==> src/rtl/clock_gen_pkg.sv <==
// Shared types and helpers for the clock generator: phase-state enum, phase-length
// functions and default parameter values.
package clock_gen_pkg;

  localparam int unsigned DEFAULT_PERIOD = 10;
  localparam int unsigned DEFAULT_CNT_W  = 32;

  typedef enum logic [1:0] {
    IDLE,
    HIGH_PH,
    LOW_PH
  } phase_e;

  // High phase takes the extra cycle of an odd period.
  function automatic int unsigned high_len(input int unsigned period);
    return period - period / 2;
  endfunction

  function automatic int unsigned low_len(input int unsigned period);
    return period / 2;
  endfunction

endpackage

==> src/rtl/clock_gen_phase.sv <==
// Phase counter and state machine: produces the registered divided clock and its
// single-cycle rise/fall strobes; rise_next_o flags the edge that will raise clk_out.
module clock_gen_phase
  import clock_gen_pkg::*;
#(
  parameter int unsigned PERIOD = DEFAULT_PERIOD
) (
  input  logic clk_i,
  input  logic rst_ni,
  input  logic en_i,
  output logic clk_out_o,
  output logic rise_tick_o,
  output logic fall_tick_o,
  output logic rise_next_o
);

  localparam int unsigned HighLen = high_len(PERIOD);
  localparam int unsigned LowLen  = low_len(PERIOD);
  localparam int unsigned CntW    = (HighLen > 1) ? $clog2(HighLen) : 1;

  // Counter holds the cycles remaining in the current phase after this one.
  localparam logic [CntW-1:0] HighLast = CntW'(HighLen - 1);
  localparam logic [CntW-1:0] LowLast  = CntW'(LowLen - 1);

  phase_e          state_q, state_d;
  logic [CntW-1:0] cnt_q, cnt_d;
  logic            clk_out_q, clk_out_d;
  logic            rise_q, rise_d;
  logic            fall_q, fall_d;

  always_comb begin
    state_d   = state_q;
    cnt_d     = cnt_q;
    clk_out_d = clk_out_q;
    rise_d    = 1'b0;
    fall_d    = 1'b0;
    unique case (state_q)
      IDLE: begin
        if (en_i) begin
          state_d   = HIGH_PH;
          cnt_d     = HighLast;
          clk_out_d = 1'b1;
          rise_d    = 1'b1;
        end
      end
      HIGH_PH: begin
        if (cnt_q == '0) begin
          state_d   = LOW_PH;
          cnt_d     = LowLast;
          clk_out_d = 1'b0;
          fall_d    = 1'b1;
        end else begin
          cnt_d = cnt_q - CntW'(1);
        end
      end
      LOW_PH: begin
        if (cnt_q == '0) begin
          // en only matters here, at the period boundary.
          if (en_i) begin
            state_d   = HIGH_PH;
            cnt_d     = HighLast;
            clk_out_d = 1'b1;
            rise_d    = 1'b1;
          end else begin
            state_d = IDLE;
          end
        end else begin
          cnt_d = cnt_q - CntW'(1);
        end
      end
      default: state_d = IDLE;
    endcase
  end

  always_ff @(posedge clk_i or negedge rst_ni) begin
    if (!rst_ni) begin
      state_q   <= IDLE;
      cnt_q     <= '0;
      clk_out_q <= 1'b0;
      rise_q    <= 1'b0;
      fall_q    <= 1'b0;
    end else begin
      state_q   <= state_d;
      cnt_q     <= cnt_d;
      clk_out_q <= clk_out_d;
      rise_q    <= rise_d;
      fall_q    <= fall_d;
    end
  end

  assign clk_out_o   = clk_out_q;
  assign rise_tick_o = rise_q;
  assign fall_tick_o = fall_q;
  assign rise_next_o = rise_d;

endmodule

==> src/rtl/clock_gen.sv <==
// Clock generator/divider top: phase FSM plus a rise counter, which is built only
// when CLOCK_GEN_CYCLE_COUNT_EN is defined (otherwise cycle_count is tied to zero).
module clock_gen
  import clock_gen_pkg::*;
#(
  parameter int unsigned PERIOD = DEFAULT_PERIOD,
  parameter int unsigned CNT_W  = DEFAULT_CNT_W
) (
  input  logic             clk,
  input  logic             reset,
  input  logic             en,
  output logic             clk_out,
  output logic             rise_tick,
  output logic             fall_tick,
  output logic [CNT_W-1:0] cycle_count
);

  if (PERIOD < 2) begin : g_bad_period
    $error("clock_gen: PERIOD must be >= 2");
  end

  logic rise_next;

  clock_gen_phase #(
    .PERIOD(PERIOD)
  ) u_phase (
    .clk_i      (clk),
    .rst_ni     (reset),
    .en_i       (en),
    .clk_out_o  (clk_out),
    .rise_tick_o(rise_tick),
    .fall_tick_o(fall_tick),
    .rise_next_o(rise_next)
  );

`ifdef CLOCK_GEN_CYCLE_COUNT_EN
  logic [CNT_W-1:0] count_q, count_d;

  // Counts on the same edge that raises clk_out; wraps silently.
  always_comb begin
    count_d = count_q;
    if (rise_next) count_d = count_q + CNT_W'(1);
  end

  always_ff @(posedge clk or negedge reset) begin
    if (!reset) count_q <= '0;
    else        count_q <= count_d;
  end

  assign cycle_count = count_q;
`else
  logic unused_rise_next;
  assign unused_rise_next = rise_next;
  assign cycle_count      = '0;
`endif

endmodule

==> config.mk <==
export PLATFORM = sky130hd
export DESIGN_NAME = clock_gen
export DESIGN_NICKNAME = d
export VERILOG_FILES = /design/src/rtl/clock_gen_pkg.sv /design/src/rtl/clock_gen_phase.sv /design/src/rtl/clock_gen.sv
export SDC_FILE = /design/constraint.sdc
export NUM_CORES = 1
export LEC_CHECK = 0
export CORE_AREA = 2 2 48 50
export DETAILED_ROUTE_END_ITERATION = 16
export DIE_AREA = 0 0 50 52
export PLACE_DENSITY_LB_ADDON = 0.08
export REMOVE_ABC_BUFFERS = 1
export SETUP_SLACK_MARGIN = 0.4
export SLEW_MARGIN = 20
export SYNTH_ARGS = -nofsm -noshare
export SYNTH_HDL_FRONTEND = slang
export SYNTH_SLANG_ARGS = --single-unit
==> constraint.sdc <==
create_clock -name clk -period 1.5 [get_ports clk]
set_input_delay 0.225 -clock clk [delete_from_list [all_inputs] [get_ports clk]]
set_output_delay 0.225 -clock clk [all_outputs]
set_load 0.005 [all_outputs]
* After elaboration in Yosys (flattened, before gate mapping)
Index checks and enable logic that the tools add are counted. W data, S select, Z words.
Cells by class: add/sub/neg operators 1, equality and inequality tests 5, multiplexer cells 18, reductions and logical operators 5
Operator list (count):
- $mux W3 | 3
- $pmux W3 S3 | 1
- $mux W1 | 8
- $mux W2 | 3
- $pmux W2 S3 | 1
- $reduce_and A3 Y1 | 2
- $ne A2 B1 Y1 const B | 2
- $logic_not A3 Y1 | 1
- $pmux W1 S3 | 1
- $reduce_bool A3 Y1 | 1
- $sub A3 B1 Y3 const B | 1
- $eq A2 B1 Y1 const B | 1
- $eq A2 B2 Y1 const B | 1
- $logic_not A2 Y1 | 1
- $ne A2 B2 Y1 const B | 1
- $pmux W1 S2 | 1
Word-level totals: bits in registers 8, bits of input ports 3, word-level logic and storage cells 34

* Depth between registers and ports, before layout
Gate-level depths: netlist of run 1.
depth in word-level cells 3, mapped depth 6, gate-level depth less buffers 5

* Cells and area by module
From an unflattened synthesis of run 1, not the netlist that was laid out.
Unflattened totals: cells, all modules 85, area total of the unflattened synthesis 760.7 sq um
Modules (own cells, without submodules):
- clock_gen_phase | instances 1, cells an instance 52, area each 516.7 sq um
- clock_gen | instances 1, cells an instance 33, area each 244.0 sq um

* Worst setup path after synthesis of run 1
Ideal clock, no wire load.
path kind reg-to-reg, start point reg u_phase.state_q[0], end point reg u_phase.cnt_q[2], arrival time 1233 ps, required time 1362 ps, path slack 129 ps, stages on the path, launching flop included 6, path buffers 0, path through dfrtp_1 -> inv_1 -> ha_1 -> or2_2 -> a31oi_1 -> o221ai_1
On the way: word-level cells in the longest chain between the ends 2, elaborated cells between the ends (all ways) 5, classes of those cells 2 x eq/ne; 1 x mux; 2 x reduce/logical
RTL lines:
- from (decl) | RTL line clock_gen_phase.sv:25 | phase_e state_q, state_d;
- from (signal assigned) | RTL line clock_gen_phase.sv:83 | state_q <= state_d;
- $eq A2 B2 Y1, or another cell as far along | RTL line clock_gen_phase.sv:37 | unique case (state_q)
- $pmux W3 S3 / $reduce_bool A3 Y1 (equally long branches)
- to (signal assigned) | RTL line clock_gen_phase.sv:84 | cnt_q <= cnt_d;
- to (decl) | RTL line clock_gen_phase.sv:26 | logic [CntW-1:0] cnt_q, cnt_d;
Parallel ways exist; a longest one is shown, timed or not. A chain may end at the register's enable or synchronous reset.

* Worst setup path after layout of run 1
start point reg u_phase.state_q[0], end point reg u_phase.state_q[0]
On the way: word-level cells in the longest chain between the ends 3, elaborated cells between the ends (all ways) 8, classes of those cells 5 x eq/ne; 1 x mux; 2 x reduce/logical
RTL lines (RTL line):
- $eq A2 B2 Y1, or another cell as far along | clock_gen_phase.sv:37
- $ne A2 B1 Y1 (no line) / $ne A2 B2 Y1 (equally long branches)
- $reduce_and A3 Y1 (no line)
Parallel ways exist; a longest one is shown, timed or not.

==> results.md, run 1 <==
- Slew Viols, Final: 0
- Count leader, synth: buf_4
- Footprint of the multi-input gates: 542 um2
- Yosys top cell by area: buf_4
- DR pass1 iterations: 3
- Worst Setup End Kind: flop
- Initial Util: a little over a third
- Vias in the first global route: 477
- Synthesized area per cell: 8.85 um2
- Critical Path RT: 1.64 ns
- Fmax: 737 MHz
- GP Congestion: 0.717
- Startpoint types: flop
- FFs w/ async S/R, synth: 100%
- Fin area: a little under 1000 um2
- DP Wirelength: slightly below 1000 um
- Die Ht: approximately 52 um
- Non-filler cells, final: 131
- DRT iter0 DRCs: 1
- Die width: 50 um
- Setup WS pre-CTS: roughly 0.036 ns
- Clk buf depth: 2
- Vias per cell: ~4.0
- DRC: 0
- Top post-synthesis cells by area: buf_4, dfrtp_1, ha_1
- Worst skew pair latency: 0.26 ns
- Post-synth top flop: dfrtp_1
- Min-Delay Path Class: input pin to asynchronous set/reset pin
- Die area: approximately 2600 um2
- Antenna cell count: 0
- Pwr per Cell Area: 1830 nW/um2
- Maximum capacitance violations: 0
- First-pass GRT wire length: about 2200 um
- H-tree Lvls: 1
- Post-synthesis cell area: roughly 760 um2
- Root buffer cell: clkbuf_4
- Final hold vios: 0
- Storage element area: 201 um2
- Clock sink count: 8
- Core Region: 2110 um2
- Netlist cell types: 26
- Syn-to-layout area delta: 27.5%
- RSZ-0062 raised after global routing: true
- Max IR drop VDD: 0.820 mV
- Num CTS Buffers: 3
- CTS tree: done
- Rows: 17
- Fill cell count: 215
- Placed instance count: 121
- Synth top area share: about a third
- Setup CP Type: flop to flop
- Final hold slack: between 0.2 and 0.3 ns
- Nets: 114
- IO Port Bufs: 5
- Post-synth EDFFs: 0
- Post-layout min period: 1.36 ns
- Worst Slack Setup Final: between 0.1 and 0.15 ns
- Final WL: 1460 um
- Num ports: 38
- Setup-failing EPs final: 0
- Outcome: complete, no violations
- CP Max Fanout: 5
- Pleak: about 0.48 nW
- Clock-pin slew on the worst setup and hold paths: 0.06 ns
- Largest net degree at the start of global routing: 9
- Cts hold-fix bufs: 0
- Clk_skew: 0.00175 ns
- Gr ovfl total: 0
- TNS Setup: 0 ns
- CP arrival: 1.50 ns
- Via count: 518
- Routed Antenna Nets: 0
- GRT Util Overall: 11.6%
- Syn Inst Count: 86
- Area after DPL: 741 um2
- Synthesis Warnings: 0
- Synth Register Bits: 8
- Layout cells sized above 1: a little under two fifths
- Sequential fraction of the synthesis area: 26.3%
- Wire per inst: 11.1 um
- Post-route clock period utilization: 90.4%
- Antenna violations before repair: 0
- Commonest cells in the netlist: buf_4, dfrtp_1, ha_1, inv_1
## worst max-delay path: stages (launching register included)
cell and delay [ns]:
dfrtp_1 0.42, buf_6 0.14, ha_4 0.17, buf_6 0.12
nor2_4 0.17, o21a_1 0.17, o21ai_2 0.05
## placed cells by master, fill, tap and decap left out, drive strengths merged
cell type      count
conb              32
buf               11
dfrtp              8
ha                 6
inv                6
clkbuf             3
clkdlybuf4s15      3
nor2b              3
nand2b             3
nor2               3
o21ai              3
o21a               2
nor4               2
a21o               2
clkdlybuf4s50      2
a31oi              2
o221ai             2
and3b              1
and2               1
a21oi              1
or2                1
nand2              1
nand3              1
a211o              1
o21bai             1
o21ba              1
a21bo              1
## metrics by stage
step | power [mW] | utilization (%)
floorplan | 0.843 | -
global placement | 1.11 | 35.2
detailed placement | 1.10 | 35.2
CTS | 1.53 | 41.8
global route | 1.91 | 46.0
finish | 1.77 | 46.0
## state kept, by name, summed over array words and instances (netlist names)
name                 count
u_phase.state_q          2
u_phase.fall_tick_o      1
u_phase.cnt_q            3
u_phase.clk_out_o        1
u_phase.rise_tick_o      1
## where the power goes
part / switching, mW / leakage, nW / total [mW] / internal [mW]
logic: 0.569 / 0.371 / 1.22 / 0.652
registers: 0.0804 / 0.0999 / 0.382 / 0.302
clock network: 0.0782 / 0.0138 / 0.170 / 0.0919
## area by class of cell
type	count	area share (%)
clock buffers	3	2.32
inverters	6	2.58
well taps	28	3.61
flip-flops and latches	8	20.8
multi-input cells	70	55.9
repair buffers	16	14.8
## cell families (layout without fill, tap and decap cells)
family / count (synthesis) / after routing / share of synthesized area (%)
other: 1 / 32 / 0.493
buffers and inverters: 39 / 25 / 36.0
adders and majority gates: 6 / 6 / 9.87
and+or+nand+nor: 16 / 16 / 12.0
AOI/OAI and AO/OA: 16 / 16 / 15.3
DFF: 8 / 8 / 26.3
## repair_timing
action,4_1_cts,5_1_grt
endpoints found under the setup margin,11,9
resized for setup,26,14
setup buffers,4,3
pin swaps,6,5
hold endpoints to repair,0,0
## metal layers
| metal | wire length [um] | part of all wire (%) | GRT usage (%) | up-vias |
|---|---|---|---|---|
| li1 | - | - | - | 254 |
| met1 | 604 | 41 | 12.7 | 253 |
| met2 | 788 | 54 | 20.2 | 9 |
| met3 | 50 | 3.4 | 4.60 | 2 |
| met4 | 12 | 0.82 | 4.17 | 0 |
| met5 | 0 | 0 | 0 | - |
## final timing paths
| check | startpoint | to | slack [ns] | depth (start not counted) |
|---|---|---|---|---|
| setup / recovery | u_phase.state_q[0] | u_phase.state_q[0] | 0.14 | 6 |
| hold / removal | reset | u_phase.fall_tick_o | 0.25 | 1 |
| setup reg to reg | u_phase.state_q[0] | u_phase.state_q[0] | 0.14 | 6 |
| hold reg to reg | u_phase.cnt_q[0] | u_phase.cnt_q[0] | 0.60 | 2 |
| max in group asynchronous | reset | u_phase.state_q[1] | 0.95 | 1 |
| min in group clk | u_phase.cnt_q[0] | u_phase.cnt_q[0] | 0.60 | 2 |
Note: power is estimated with default switching activity, not from simulation.
==> run 2: changes to the inputs <==
- CTS_CLUSTER_DIAMETER: not set -> 200
- MAX_ROUTING_LAYER: not set -> met4
- SKIP_CTS_REPAIR_TIMING: not set -> 1
==> results.md, run 2 (synthesis results as in run 1) <==
- H-tree Lvls: 1 (unchanged)
- Clock-pin slew on the worst setup and hold paths: 0.06 ns (about the same)
- Gr ovfl total: 0 (unchanged)
- Max reg flops: 3 (unchanged)
- DP Wirelength: 966 um (unchanged)
- Via count: 509 (-1.7%)
- DRC: 0 (unchanged)
- Min-Delay Path Class: input pin to asynchronous set/reset pin
- Clk_skew: 0.00335 ns (+0.00160 ns)
- Num ports: 38 (unchanged)
- CP Buf/Inv Count: 1 (-1)
- Rows: 17 (unchanged)
- DRT iter0 DRCs: 4 (+3)
- Footprint of the multi-input gates: 546 um2 (+0.69%)
- Most common cell after layout, fill and taps aside: conb_1
- CP Max Fanout: 3 (-2)
- CP cell instances: inv_4, ha_4, and3b_2, o21ba_4, a21o_1
- IO Port Bufs: 5 (unchanged)
- Maximum capacitance violations: 0 (unchanged)
- Fin area: 973 um2 (+0.39%)
- Pwr per Cell Area: 1860 nW/um2 (+1.8%)
- Top flop regs: u_phase.cnt_q x3, u_phase.state_q x2
- Post-layout min period: 1.35 ns (-0.00685 ns)
- Final hold vios: 0 (unchanged)
- Most frequent cells in the layout: conb_1, buf_4, dfrtp_1
- Vias in the first global route: 421 (-12%)
- Critical Path RT: 1.65 ns (about the same)
- Startpoint types: flop
- Die width: 50 um (unchanged)
- Layout cells sized above 1: 38.2% (+0.37 points)
- Fmax: 741 MHz (+0.51%)
- First-pass GRT wire length: 1920 um (-11%)
- Clk buf depth: 2 (unchanged)
- Crit-path leading delay family: flip-flops
- Clock sink count: 8 (unchanged)
- CTS tree: done
- CP max stage delay: 0.44 ns (+0.02 ns)
- Routed Antenna Nets: 0 (unchanged)
- Antenna violations before repair: 0 (unchanged)
- TNS Setup: 0 ns (unchanged)
- Area after DPL: 741 um2 (unchanged)
- Worst Slack Setup Final: 0.151 ns (+0.00685 ns)
- Max IR drop VDD: 0.771 mV (-6.0%)
- Worst skew pair latency: 0.26 ns (about the same)
- Setup-failing EPs final: 0 (unchanged)
- Setup CP Type: flop to flop
- Most flop-heavy register: u_phase.cnt_q
- Worst Setup End Kind: flop
- Die area: 2600 um2 (unchanged)
- Wire per inst: 11.2 um (+1.0%)
- DR pass1 iterations: 2 (-1)
- GRT Util Overall: 10.5% (-1.1 points)
- Initial Util: 36.1% (unchanged)
- CP arrival: 1.49 ns (about the same)
- Tot Pwr: 1.81 mW (+2.2%)
- Post-route clock period utilization: 90.0% (-0.46 points)
- Root buffer cell: clkbuf_4
- Nets: 113 (-0.88%)
- Outcome: complete, no violations
- Setup WS pre-CTS: 0.0358 ns (unchanged)
- Largest net degree at the start of global routing: 9 (unchanged)
- Core Region: 2110 um2 (unchanged)
- Antenna cell count: 0 (unchanged)
- Die Ht: 52 um (unchanged)
- Slew Viols, Final: 0 (unchanged)
- Vias per cell: 3.92 (-0.98%)
- Num CTS Buffers: 3 (unchanged)
- CP max stage cell: dfrtp_2
- GP Congestion: 0.725 (+1.2%)
- RSZ-0062 raised after global routing: true
- Pleak: 0.505 nW (+4.1%)
- Final WL: 1460 um (+0.27%)
- Fill cell count: 212 (-1.4%)
- Storage element area: 203 um2 (+0.62%)
- Syn-to-layout area delta: 28.0%
==> run 2: path summary, 6_finish.rpt <==
kind | cells past startpoint | slack (ns) | from | endpoint
setup / recovery | 5 | 0.15 | u_phase.state_q[0] | u_phase.cnt_q[1]
hold / removal | 1 | 0.26 | reset | u_phase.fall_tick_o
setup reg to reg | 5 | 0.15 | u_phase.state_q[0] | u_phase.cnt_q[1]
hold reg to reg | 1 | 0.50 | u_phase.cnt_q[1] | u_phase.cnt_q[1]
max in group asynchronous | 1 | 0.93 | reset | u_phase.state_q[0]
min in group clk | 1 | 0.50 | u_phase.cnt_q[1] | u_phase.cnt_q[1]
==> run 2: metal layers <==
layer / vias up / global-route usage [%] / routed length (um)
met3: 2 / 4.60 / 53
li1: 254 / - / -
met1: 245 / 12.0 / 561
met5: - / - / 0
met2: 8 / 16.2 / 832
met4: 0 / 4.17 / 12
==> run 2: layout make-up <==
class	count	share of cell area, %
timing repair buffer	15	14.4
clock buffer	3	2.31
inverter	6	2.83
multi-input combinational	70	56.0
sequential	8	20.8
tap	28	3.60
==> run 2: worst register-to-register path, stage by stage (launching register included) <==
cell,delay (ns)
dfrtp_2,0.44
inv_4,0.07
ha_4,0.17
and3b_2,0.21
o21ba_4,0.20
a21o_1,0.15
==> run 2: power by group <==
part / switching (mW) / internal (mW)
clock: 0.0784 / 0.0919
sequential: 0.0987 / 0.304
combinational: 0.559 / 0.680
==> run 2: metrics by stage <==
step,hold WS [ns],utilization (%),cells
6_report,0.260,46.2,130
3_3_place_gp,0.470,35.2,121
4_1_cts,0.271,36.2,124
2_1_floorplan,-0.0706,-,84
3_5_place_dp,0.467,35.2,121
5_1_grt,0.294,46.2,130
